===== src/rtl/minmax_reduce_int.sv =====
// Streaming arg-min/arg-max reducer: folds a valid/ready stream of integers into
// its extreme value, first-occurrence index and saturating element count.
`timescale 1ns/1ps

module minmax_reduce_int #(
    parameter int WIDTH = 32,
    parameter int IDX_W = 16
) (
    input  logic             clk,
    input  logic             rst_n,
    input  logic             cfg_max,
    input  logic             cfg_signed,
    input  logic             in_valid,
    output logic             in_ready,
    input  logic [WIDTH-1:0] in_data,
    input  logic             in_last,
    output logic             out_valid,
    input  logic             out_ready,
    output logic [WIDTH-1:0] out_value,
    output logic [IDX_W-1:0] out_index,
    output logic [IDX_W-1:0] out_count,
    output logic             out_overflow
);

    typedef enum logic [1:0] {
        S_IDLE  = 2'd0,
        S_ACCUM = 2'd1,
        S_DONE  = 2'd2
    } state_t;

    localparam logic [IDX_W-1:0] CNT_MAX = '1;

    state_t           state_q, state_d;
    logic             mode_max_q, mode_max_d;
    logic             mode_signed_q, mode_signed_d;
    logic [WIDTH-1:0] best_q, best_d;
    logic [IDX_W-1:0] best_idx_q, best_idx_d;
    logic [IDX_W-1:0] cnt_q, cnt_d;
    logic             ovf_q, ovf_d;
    logic [WIDTH-1:0] out_value_q, out_value_d;
    logic [IDX_W-1:0] out_index_q, out_index_d;
    logic [IDX_W-1:0] out_count_q, out_count_d;
    logic             out_ovf_q, out_ovf_d;

    logic             accept;
    logic             res_accept;
    logic [WIDTH-1:0] key_in;
    logic [WIDTH-1:0] key_best;
    logic             better;

    // No bypass: DONE always blocks input, even in the cycle the result is taken.
    assign in_ready   = rst_n && (state_q != S_DONE);
    assign out_valid  = (state_q == S_DONE);
    assign accept     = in_valid && in_ready;
    assign res_accept = out_valid && out_ready;

    assign out_value    = out_value_q;
    assign out_index    = out_index_q;
    assign out_count    = out_count_q;
    assign out_overflow = out_ovf_q;

    // Flipping the MSB maps two's-complement order onto unsigned order.
    always_comb begin
        key_in   = in_data ^ {mode_signed_q, {(WIDTH-1){1'b0}}};
        key_best = best_q  ^ {mode_signed_q, {(WIDTH-1){1'b0}}};
        if (mode_max_q) begin
            better = (key_in > key_best);
        end else begin
            better = (key_in < key_best);
        end
    end

    always_comb begin
        state_d       = state_q;
        mode_max_d    = mode_max_q;
        mode_signed_d = mode_signed_q;
        best_d        = best_q;
        best_idx_d    = best_idx_q;
        cnt_d         = cnt_q;
        ovf_d         = ovf_q;
        out_value_d   = out_value_q;
        out_index_d   = out_index_q;
        out_count_d   = out_count_q;
        out_ovf_d     = out_ovf_q;

        case (state_q)
            S_IDLE: begin
                if (accept) begin
                    mode_max_d    = cfg_max;
                    mode_signed_d = cfg_signed;
                    best_d        = in_data;
                    best_idx_d    = '0;
                    cnt_d         = IDX_W'(1);
                    ovf_d         = 1'b0;
                    state_d       = in_last ? S_DONE : S_ACCUM;
                end
            end
            S_ACCUM: begin
                if (accept) begin
                    // cnt_q is the index of this beat; it saturates, so late winners record CNT_MAX.
                    if (better) begin
                        best_d     = in_data;
                        best_idx_d = cnt_q;
                    end
                    if (cnt_q == CNT_MAX) begin
                        ovf_d = 1'b1;
                    end else begin
                        cnt_d = cnt_q + IDX_W'(1);
                    end
                    if (in_last) begin
                        state_d = S_DONE;
                    end
                end
            end
            S_DONE: begin
                if (res_accept) begin
                    state_d = S_IDLE;
                end
            end
            default: begin
                state_d = S_IDLE;
            end
        endcase

        // Result registers load only on the last beat, so they hold across handshakes.
        if (accept && in_last) begin
            out_value_d = best_d;
            out_index_d = best_idx_d;
            out_count_d = cnt_d;
            out_ovf_d   = ovf_d;
        end
    end

    always_ff @(posedge clk or negedge rst_n) begin
        if (!rst_n) begin
            state_q       <= S_IDLE;
            mode_max_q    <= 1'b0;
            mode_signed_q <= 1'b0;
            best_q        <= '0;
            best_idx_q    <= '0;
            cnt_q         <= '0;
            ovf_q         <= 1'b0;
            out_value_q   <= '0;
            out_index_q   <= '0;
            out_count_q   <= '0;
            out_ovf_q     <= 1'b0;
        end else begin
            state_q       <= state_d;
            mode_max_q    <= mode_max_d;
            mode_signed_q <= mode_signed_d;
            best_q        <= best_d;
            best_idx_q    <= best_idx_d;
            cnt_q         <= cnt_d;
            ovf_q         <= ovf_d;
            out_value_q   <= out_value_d;
            out_index_q   <= out_index_d;
            out_count_q   <= out_count_d;
            out_ovf_q     <= out_ovf_d;
        end
    end

endmodule


===== config.mk =====
export PLATFORM = sky130hd
export DESIGN_NAME = minmax_reduce_int
export DESIGN_NICKNAME = d
export VERILOG_FILES = /design/src/rtl/minmax_reduce_int.sv
export SDC_FILE = /design/constraint.sdc
export NUM_CORES = 1
export LEC_CHECK = 0
export BUFFER_PORTS_ARGS = -buffer_cell sky130_fd_sc_hd__buf_2
export CORE_MARGIN = 3
export CORE_UTILIZATION = 35
export CTS_BUF_LIST = sky130_fd_sc_hd__clkbuf_8
export DETAILED_ROUTE_END_ITERATION = 7
export PLACE_DENSITY = 0.5
export SYNTH_ARGS = -nofsm -noshare
export SYNTH_HDL_FRONTEND = slang
export SYNTH_SLANG_ARGS = --single-unit

===== constraint.sdc =====
create_clock -name clk -period 7.15 [get_ports clk]
set_input_delay 1.7875 -clock clk [delete_from_list [all_inputs] [get_ports clk]]
set_output_delay 1.7875 -clock clk [all_outputs]
set_load 0.1 [all_outputs]

### Word-level counts from Yosys, hierarchy flattened

Cells that the tools add are included.

| storage, ports and cells | value |
|---|---|
| register bits | 134 |
| input port bits | 39 |

| cells by class | value |
|---|---|
| add/subtract/negate cells | 1 |
| magnitude comparators | 2 |
| eq/ne operators | 8 |
| muxes and demuxes | 23 |
| bitwise logic cells | 2 |
| reductions and logical operators | 7 |

Operators by type and width:

| kind | count |
|---|---|
| $mux 16 | 6 |
| $mux 32 | 3 |
| $pmux 16 s2 | 2 |
| $pmux 32 s2 | 1 |
| $xor 32x32->32 | 2 |
| $gt 32x32->1 | 1 |
| $lt 32x32->1 | 1 |
| $add 16x1->16 const B | 1 |
| $eq 16x16->1 const B | 1 |
| $mux 2 | 5 |
| $ne 2x2->1 const B | 4 |
| $pmux 2 s3 | 1 |
| $logic_and 1x1->1 | 4 |
| $mux 1 | 4 |
| $reduce_and 4->1 | 1 |
| $eq 2x1->1 const B | 1 |
| $eq 2x2->1 const B | 1 |
| $logic_not 2->1 | 1 |
| $ne 2x1->1 const B | 1 |
| $pmux 1 s2 | 1 |
| $reduce_and 2->1 | 1 |

### Longest topological paths before layout

Gate-level depths: netlist of the first run.

| logic depth | value |
|---|---|
| depth in word-level cells | 6 |
| mapped depth | 12 |

### Least setup slack after synthesis of the first run

Ideal clock, no wire load.

| path | value |
|---|---|
| kind | input-to-output |
| start point | input rst_n |
| end point | output in_ready |
| data arrival time | 2.522 ns |
| required time | 5.362 ns |
| path slack | 2.841 ns |
| stages | 1 |
| buffers on the path | 0 |
| path through | and2_1 |

| between the ends | value |
|---|---|
| longest elaborated chain between the ends | 1 |

RTL lines:

| element | RTL line | text |
|---|---|---|
| start, declared | 10 | `input logic rst_n,` |
| $logic_and 1x1->1 | 52 | `assign in_ready = rst_n && (state_q != S_DONE);` |
| end, declared | 14 | `output logic in_ready,` |

Every way passes these cells.

### Final worst setup path of the first run

Same ends and word-level chain as after synthesis.

==> impl_metrics.csv, run 1 <==
group,metric,value,unit
power,p_leak,3.583,nW
cells_and_area,antenna_cells,0,
route,route.met3.wl,795,um
critical_path,arrival,2.97,ns
cells_and_area,syn_to_final_growth,17.76,%
place,hpwlAfterDp,11120,um
route,drt-met1-wl,8143,um
critical_path,worstSetupPathType,"in -> out",
synthesis,synth_nets,746,
timing,timing.final.hold_violations,0,
timing,clock_skew,0.01314,ns
status,status,"finished, final reports clean",
synthesis,ys_ff_latch,134,
global_route,grt_pass1_wl,27240,um
synthesis,synthArstFlopShare,100.0,%
cells_and_area,layout_commonest_cell,"dfrtp_1",
clock_network,worstSkewPairLatency,0.45,ns
critical_path,end_kind,"output port",
clock_network,cts_tree,"built",
critical_path,path_max_fanout,72,
timing,fmax,0.2100,GHz
timing,min_period,4.762,ns
timing,maxSlewHeadroom,34.14,%
clock_network,numCtsBuffers,17,
route,routed_wl,16470,um
timing,drv_slew,0,
cells_and_area,utilization,42.68,%
timing,tns,0,ns
run,maxCapViolations,0,
route,wl_per_cell,16.35,um
global_route,antenna_found_initial,0,
global_route,grt_usage,17.19,%
synthesis,ys_seq_area_share,52.94,%
critical_path,start_kind,"primary input",
critical_path,worstPathRequired,5.36,ns
hold_path,hold_path_class,"reg -> reg",
place,io_buffers,105,
timing,fin_crit_sh,66.60,%
route,ant_nets,0,
critical_path,r2r_slack,3.66,ns
clock_network,cts_root_buf,"clkbuf_8",
floorplan,chipHeight,140.5,um
route,drtIter0Drc,330,
floorplan,die_w,140.5,um
route,highest_layer,"met4",
floorplan,dieArea,0.01975,sq mm
cells_and_area,final_cell_mix,"dfrtp_1, nand2_1, buf_2, nor2_1, o21ai_0",
clock_network,clock_path_buffers,2,
route,viasPerCell,5.258,
route,drc_errors,0,
route,vias,5295,
place,gp_congestion,0.7980,
power,p_per_area,454.1,mW/mm^2
synthesis,yosysUniqueCellTypes,46,
clock_network,ctsHoldBuffers,0,
floorplan,ios,106,
timing,worstMarginPinSlew,0.9878,ns
clock_network,cts_resized,0,
floorplan,start_util,36.24,%
synthesis,synth-main-ff-cell,"dfrtp_1",
synthesis,netlist_instances,675,
clock_network,cts_setup_buffers,0,
global_route,grt_pass1_vias,5198,
global_route,grt_max_degree,81,
global_route,grt.overflow.total,0,
power,ir_drop,0.2418,mV
synthesis,yosysWarnings,0,
synthesis,syn_area_per_cell,9.383,sq um
timing,rsz0062_at_grt,"no",
route,wl_met2,7330,um
cells_and_area,drive_gt1_share,20.33,%
clock_network,htree_levels,4,
synthesis,syn-cell-area,0.006334,sq mm
route,dr.pass1.iters,6,
floorplan,rows,48,
synthesis,synth_edf_count,0,
clock_network,cts.clk_slew.worst_paths,0.07,ns
cells_and_area,nNetsFinal,840,
clock_network,cts_sinks,134,
floorplan,core,0.01748,sq mm
timing,setup_viol,0,
==> worst max-delay path: stages <==
cell,delay (ns)
buf_6,0.46
and2_1,0.22
buf_2,0.42
==> metal layers <==
metal	GRT usage [%]	up-vias
met3	3.312	15
met4	5.048	0
li1	-	2561
met5	0	-
met2	25.91	149
met1	25.18	2570
==> state kept, by name, summed over array words and instances (netlist names) <==
register,flops
mode_signed_q,1
ovf_q,1
state_q,2
mode_max_q,1
out_overflow,1
out_index,16
out_value,32
best_idx_q,16
cnt_q,16
best_q,32
out_count,16
==> through the flow <==
| step | setup WS (ns) | power (W) | cells | instance area, sq um | hold slack (ns) |
|---|---|---|---|---|---|
| finish | 2.388 | 0.003387 | 1007 | 7458 | 0.4755 |
| global placement | 2.240 | 0.002692 | 975 | 7027 | 0.4619 |
| global route | 2.272 | 0.003597 | 1007 | 7458 | 0.5114 |
| CTS | 2.349 | 0.003421 | 1007 | 7458 | 0.4818 |
| detailed placement | 2.134 | 0.002716 | 975 | 7027 | 0.4641 |
| floorplan | 2.841 | 0.002396 | 675 | 6334 | 0.4502 |
==> Yosys cell counts, types with 2 or more instances <==
cell type / number / area [sq um]
nor4_1: 4 / 25.02
nand2b_1: 5 / 31.28
o21ai_0: 58 / 290.3
nor2b_1: 2 / 12.51
and3_1: 3 / 18.77
o31ai_1: 7 / 52.55
a22o_1: 3 / 26.28
ha_1: 32 / 400.4
nor2_1: 64 / 240.2
a211oi_1: 3 / 22.52
nand2_1: 109 / 409.1
o21ai_1: 8 / 40.04
nand4_1: 8 / 50.05
clkbuf_2: 4 / 20.02
o21a_1: 2 / 15.01
buf_6: 3 / 33.78
and2_1: 4 / 25.02
a31oi_1: 49 / 306.5
nand3_1: 44 / 220.2
a21oi_1: 27 / 135.1
inv_1: 35 / 131.4
and4_1: 4 / 35.03
xor2_1: 3 / 26.28
mux2_2: 9 / 101.4
nor3_1: 3 / 15.01
buf_2: 7 / 35.03
o22ai_1: 2 / 12.51
dfrtp_1: 134 / 3353
o2bb2ai_1: 2 / 17.52
clkbuf_1: 21 / 78.83
==> cell type report <==
class | instances | area [sq um]
clock buffers | 18 | 247.7
clock inverters | 14 | 183.9
fillers | 1714 | 10020
inverters | 35 | 131.4
multi-input cells | 471 | 2691
flip-flops and latches | 134 | 3353
well taps | 225 | 281.5
repair buffers | 110 | 569.3
==> final timing paths <==
path                                           start                        end  cells past startpoint
hold reg to reg            out_count[14]$_DFFE_PN0P_  out_count[14]$_DFFE_PN0P_                      2
max in group asynchronous                      rst_n   out_count[2]$_DFFE_PN0P_                      2
setup reg to reg                best_q[29]$_DFF_PN0_  out_value[25]$_DFFE_PN0P_                     10
setup / recovery                               rst_n                   in_ready                      3
hold / removal             out_count[14]$_DFFE_PN0P_  out_count[14]$_DFFE_PN0P_                      2
min in group asynchronous                      rst_n  out_value[20]$_DFFE_PN0P_                      1
==> where the power goes <==
| part | total, W | internal (W) | switching (W) |
|---|---|---|---|
| combinational | 0.00157 | 0.000333 | 0.00124 |
| sequential | 0.00112 | 0.000981 | 0.000138 |
| clock | 0.000696 | 0.000386 | 0.000310 |
| total | 0.00339 | 0.00170 | 0.00169 |
==> logic make-up (layout without fill, tap and decap cells) <==
| kind of cell | Yosys count | count (layout) | share of synthesized area (%) |
|---|---|---|---|
| fa+ha+maj | 32 | 32 | 6.322 |
| xor+xnor | 3 | 3 | 0.4149 |
| mux | 10 | 10 | 1.758 |
| compound gates | 170 | 170 | 15.67 |
| buf+inv | 70 | 177 | 4.722 |
| flops | 134 | 134 | 52.94 |
| simple gates | 256 | 256 | 18.17 |
Note: power is estimated with default switching activity, not from simulation.
==> run 2: changes to the inputs <==
- clock period: 7.15 -> 4.96 ns (I/O delays scaled with it)
==> impl_metrics.csv, run 2 (synthesized netlist as in run 1, its figures left out) <==
group,metric,value,unit
cells_and_area,fillers,1750,
critical_path,worstPathRequired,5.32,ns
floorplan,die_w,140.5,um
global_route,grt_pass1_wl,28700,um
critical_path,timing.rr.start,"best_q[15]$_DFF_PN0_",
critical_path,crit_chain,"buf_2 -> ha_1 -> nand4_1 -> nor4_1 -> a21boi_1 -> o41ai_1 -> a21oi_2 -> o21a_2 -> buf_12 -> o21ai_0 -> a31oi_1",
global_route,antenna_found_initial,0,
route,wl_met2,7723,um
route,routed_wl,17060,um
hold_path,holdPathStages,2,
timing,worstMarginPinSlew,0.8354,ns
critical_path,max_stage_delay,0.51,ns
route,ant_nets,0,
timing,drv_slew,0,
place,hpwlAfterDp,11570,um
run,maxCapViolations,0,
hold_path,min-delay-start,"out_count[1]$_DFFE_PN0P_",
route,drc_errors,0,
floorplan,chipHeight,140.5,um
clock_network,cts_setup_buffers,0,
critical_path,reg2reg_depth,11,
critical_path,arrival,4.08,ns
critical_path,startpoint,"in_data[15]",
floorplan,dieArea,0.01975,sq mm
route,highest_layer,"met4",
power,p_leak,3.607,nW
critical_path,cp_num_buf_inv,2,
timing,fin_crit_sh,75.00,%
critical_path,start_kind,"primary input",
cells_and_area,drive_gt1_share,20.36,%
route,viasPerCell,5.285,
place,gp_congestion,0.8138,
floorplan,rows,48,
critical_path,path_max_fanout,34,
timing,min_period,3.720,ns
place,io_buffers,105,
route,route.met3.wl,772,um
route,wl_per_cell,16.88,um
route,drtIter0Drc,343,
timing,fmax,0.2688,GHz
global_route,grt_max_degree,76,
clock_network,cts_sinks,134,
route,drt-met1-wl,8360,um
floorplan,ios,106,
power,p_per_area,650.0,mW/mm^2
power,ir_drop,0.3943,mV
timing,timing.final.hold_violations,0,
critical_path,worstSetupPathType,"in -> reg",
cells_and_area,utilization,42.75,%
clock_network,cts.clk_slew.worst_paths,0.07,ns
clock_network,cts_resized,0,
cells_and_area,antenna_cells,0,
route,dr.pass1.iters,5,
global_route,grt.overflow.total,0,
timing,rsz0062_at_grt,"no",
cells_and_area,layout_commonest_cell,"dfrtp_1",
timing,tns,0,ns
clock_network,htree_levels,4,
global_route,grt_pass1_vias,5616,
critical_path,worst-path-stages,11,
critical_path,end_kind,"flip-flop",
route,vias,5343,
timing,maxSlewHeadroom,44.30,%
clock_network,cts_root_buf,"clkbuf_8",
clock_network,cts_tree,"built",
clock_network,worstSkewPairLatency,0.45,ns
timing,setup_viol,0,
global_route,grt_usage,18.13,%
status,status,"finished, final reports clean",
critical_path,cp_top_family,"compound AO/OA/AOI/OAI gates",
cells_and_area,syn_to_final_growth,17.96,%
floorplan,start_util,36.24,%
floorplan,core,0.01748,sq mm
cells_and_area,final_cell_mix,"dfrtp_1, nand2_1, buf_2, nor2_1, o21ai_0",
critical_path,cpMaxStageDelayCell,"nor4_1",
clock_network,numCtsBuffers,17,
timing,clock_skew,0.01210,ns
hold_path,hold_path_class,"reg -> reg",
cells_and_area,nNetsFinal,844,
clock_network,ctsHoldBuffers,0,
clock_network,clock_path_buffers,2,
## run 2: area by class of cell
| class | instances | area, sq um | share of cell area [%] |
|---|---|---|---|
| multi-input cells | 471 | 2691 | 36.02 |
| well taps | 225 | 281.5 | 3.768 |
| flip-flops and latches | 134 | 3353 | 44.88 |
| repair buffers | 114 | 611.8 | 8.190 |
| clock inverters | 13 | 140.1 | 1.876 |
| clock buffers | 19 | 261.5 | 3.500 |
| inverters | 35 | 131.4 | 1.758 |
## run 2: through the flow
stage | instances | hold WS, ns | instance area [sq um] | setup slack, ns | total power, W
finish | 1011 | 0.4766 | 7471 | 1.240 | 0.004856
global route | 1011 | 0.5131 | 7471 | 1.034 | 0.005165
CTS | 1011 | 0.4830 | 7471 | 1.292 | 0.004905
detailed placement | 979 | 0.4604 | 7069 | 0.7868 | 0.003946
global placement | 979 | 0.4604 | 7069 | 0.8693 | 0.003905
floorplan | 675 | 0.4502 | 6334 | 1.578 | 0.003454
## run 2: layer usage
metal | vias to the layer above | GRT usage, %
li1 | 2568 | -
met1 | 2637 | 25.47
met2 | 121 | 28.05
met3 | 17 | 3.995
met4 | 0 | 5.660
met5 | - | 0
## run 2: path summary, 6_finish.rpt
kind	to	slack (ns)
setup / recovery	out_index[4]$_DFFE_PN0P_	1.24
hold / removal	out_count[1]$_DFFE_PN0P_	0.48
setup reg to reg	out_index[4]$_DFFE_PN0P_	1.77
hold reg to reg	out_count[1]$_DFFE_PN0P_	0.48
max in group asynchronous	best_q[24]$_DFF_PN0_	3.07
min in group asynchronous	best_q[27]$_DFF_PN0_	0.69
## run 2: power breakdown
group | internal (W) | switching [W]
Combinational | 0.000500 | 0.00180
Sequential | 0.00141 | 0.000200
Clock | 0.000513 | 0.000433
Total | 0.00243 | 0.00243
## run 2: worst register-to-register path: stages (launching register included)
cell      delay [ns]
dfrtp_1         0.34
inv_1           0.05
ha_1            0.30
nand4_1         0.18
nor4_1          0.51
a21boi_1        0.27
o41ai_1         0.14
a21oi_2         0.27
o21a_2          0.39
buf_12          0.26
o21ai_0         0.16
a31oi_1         0.22
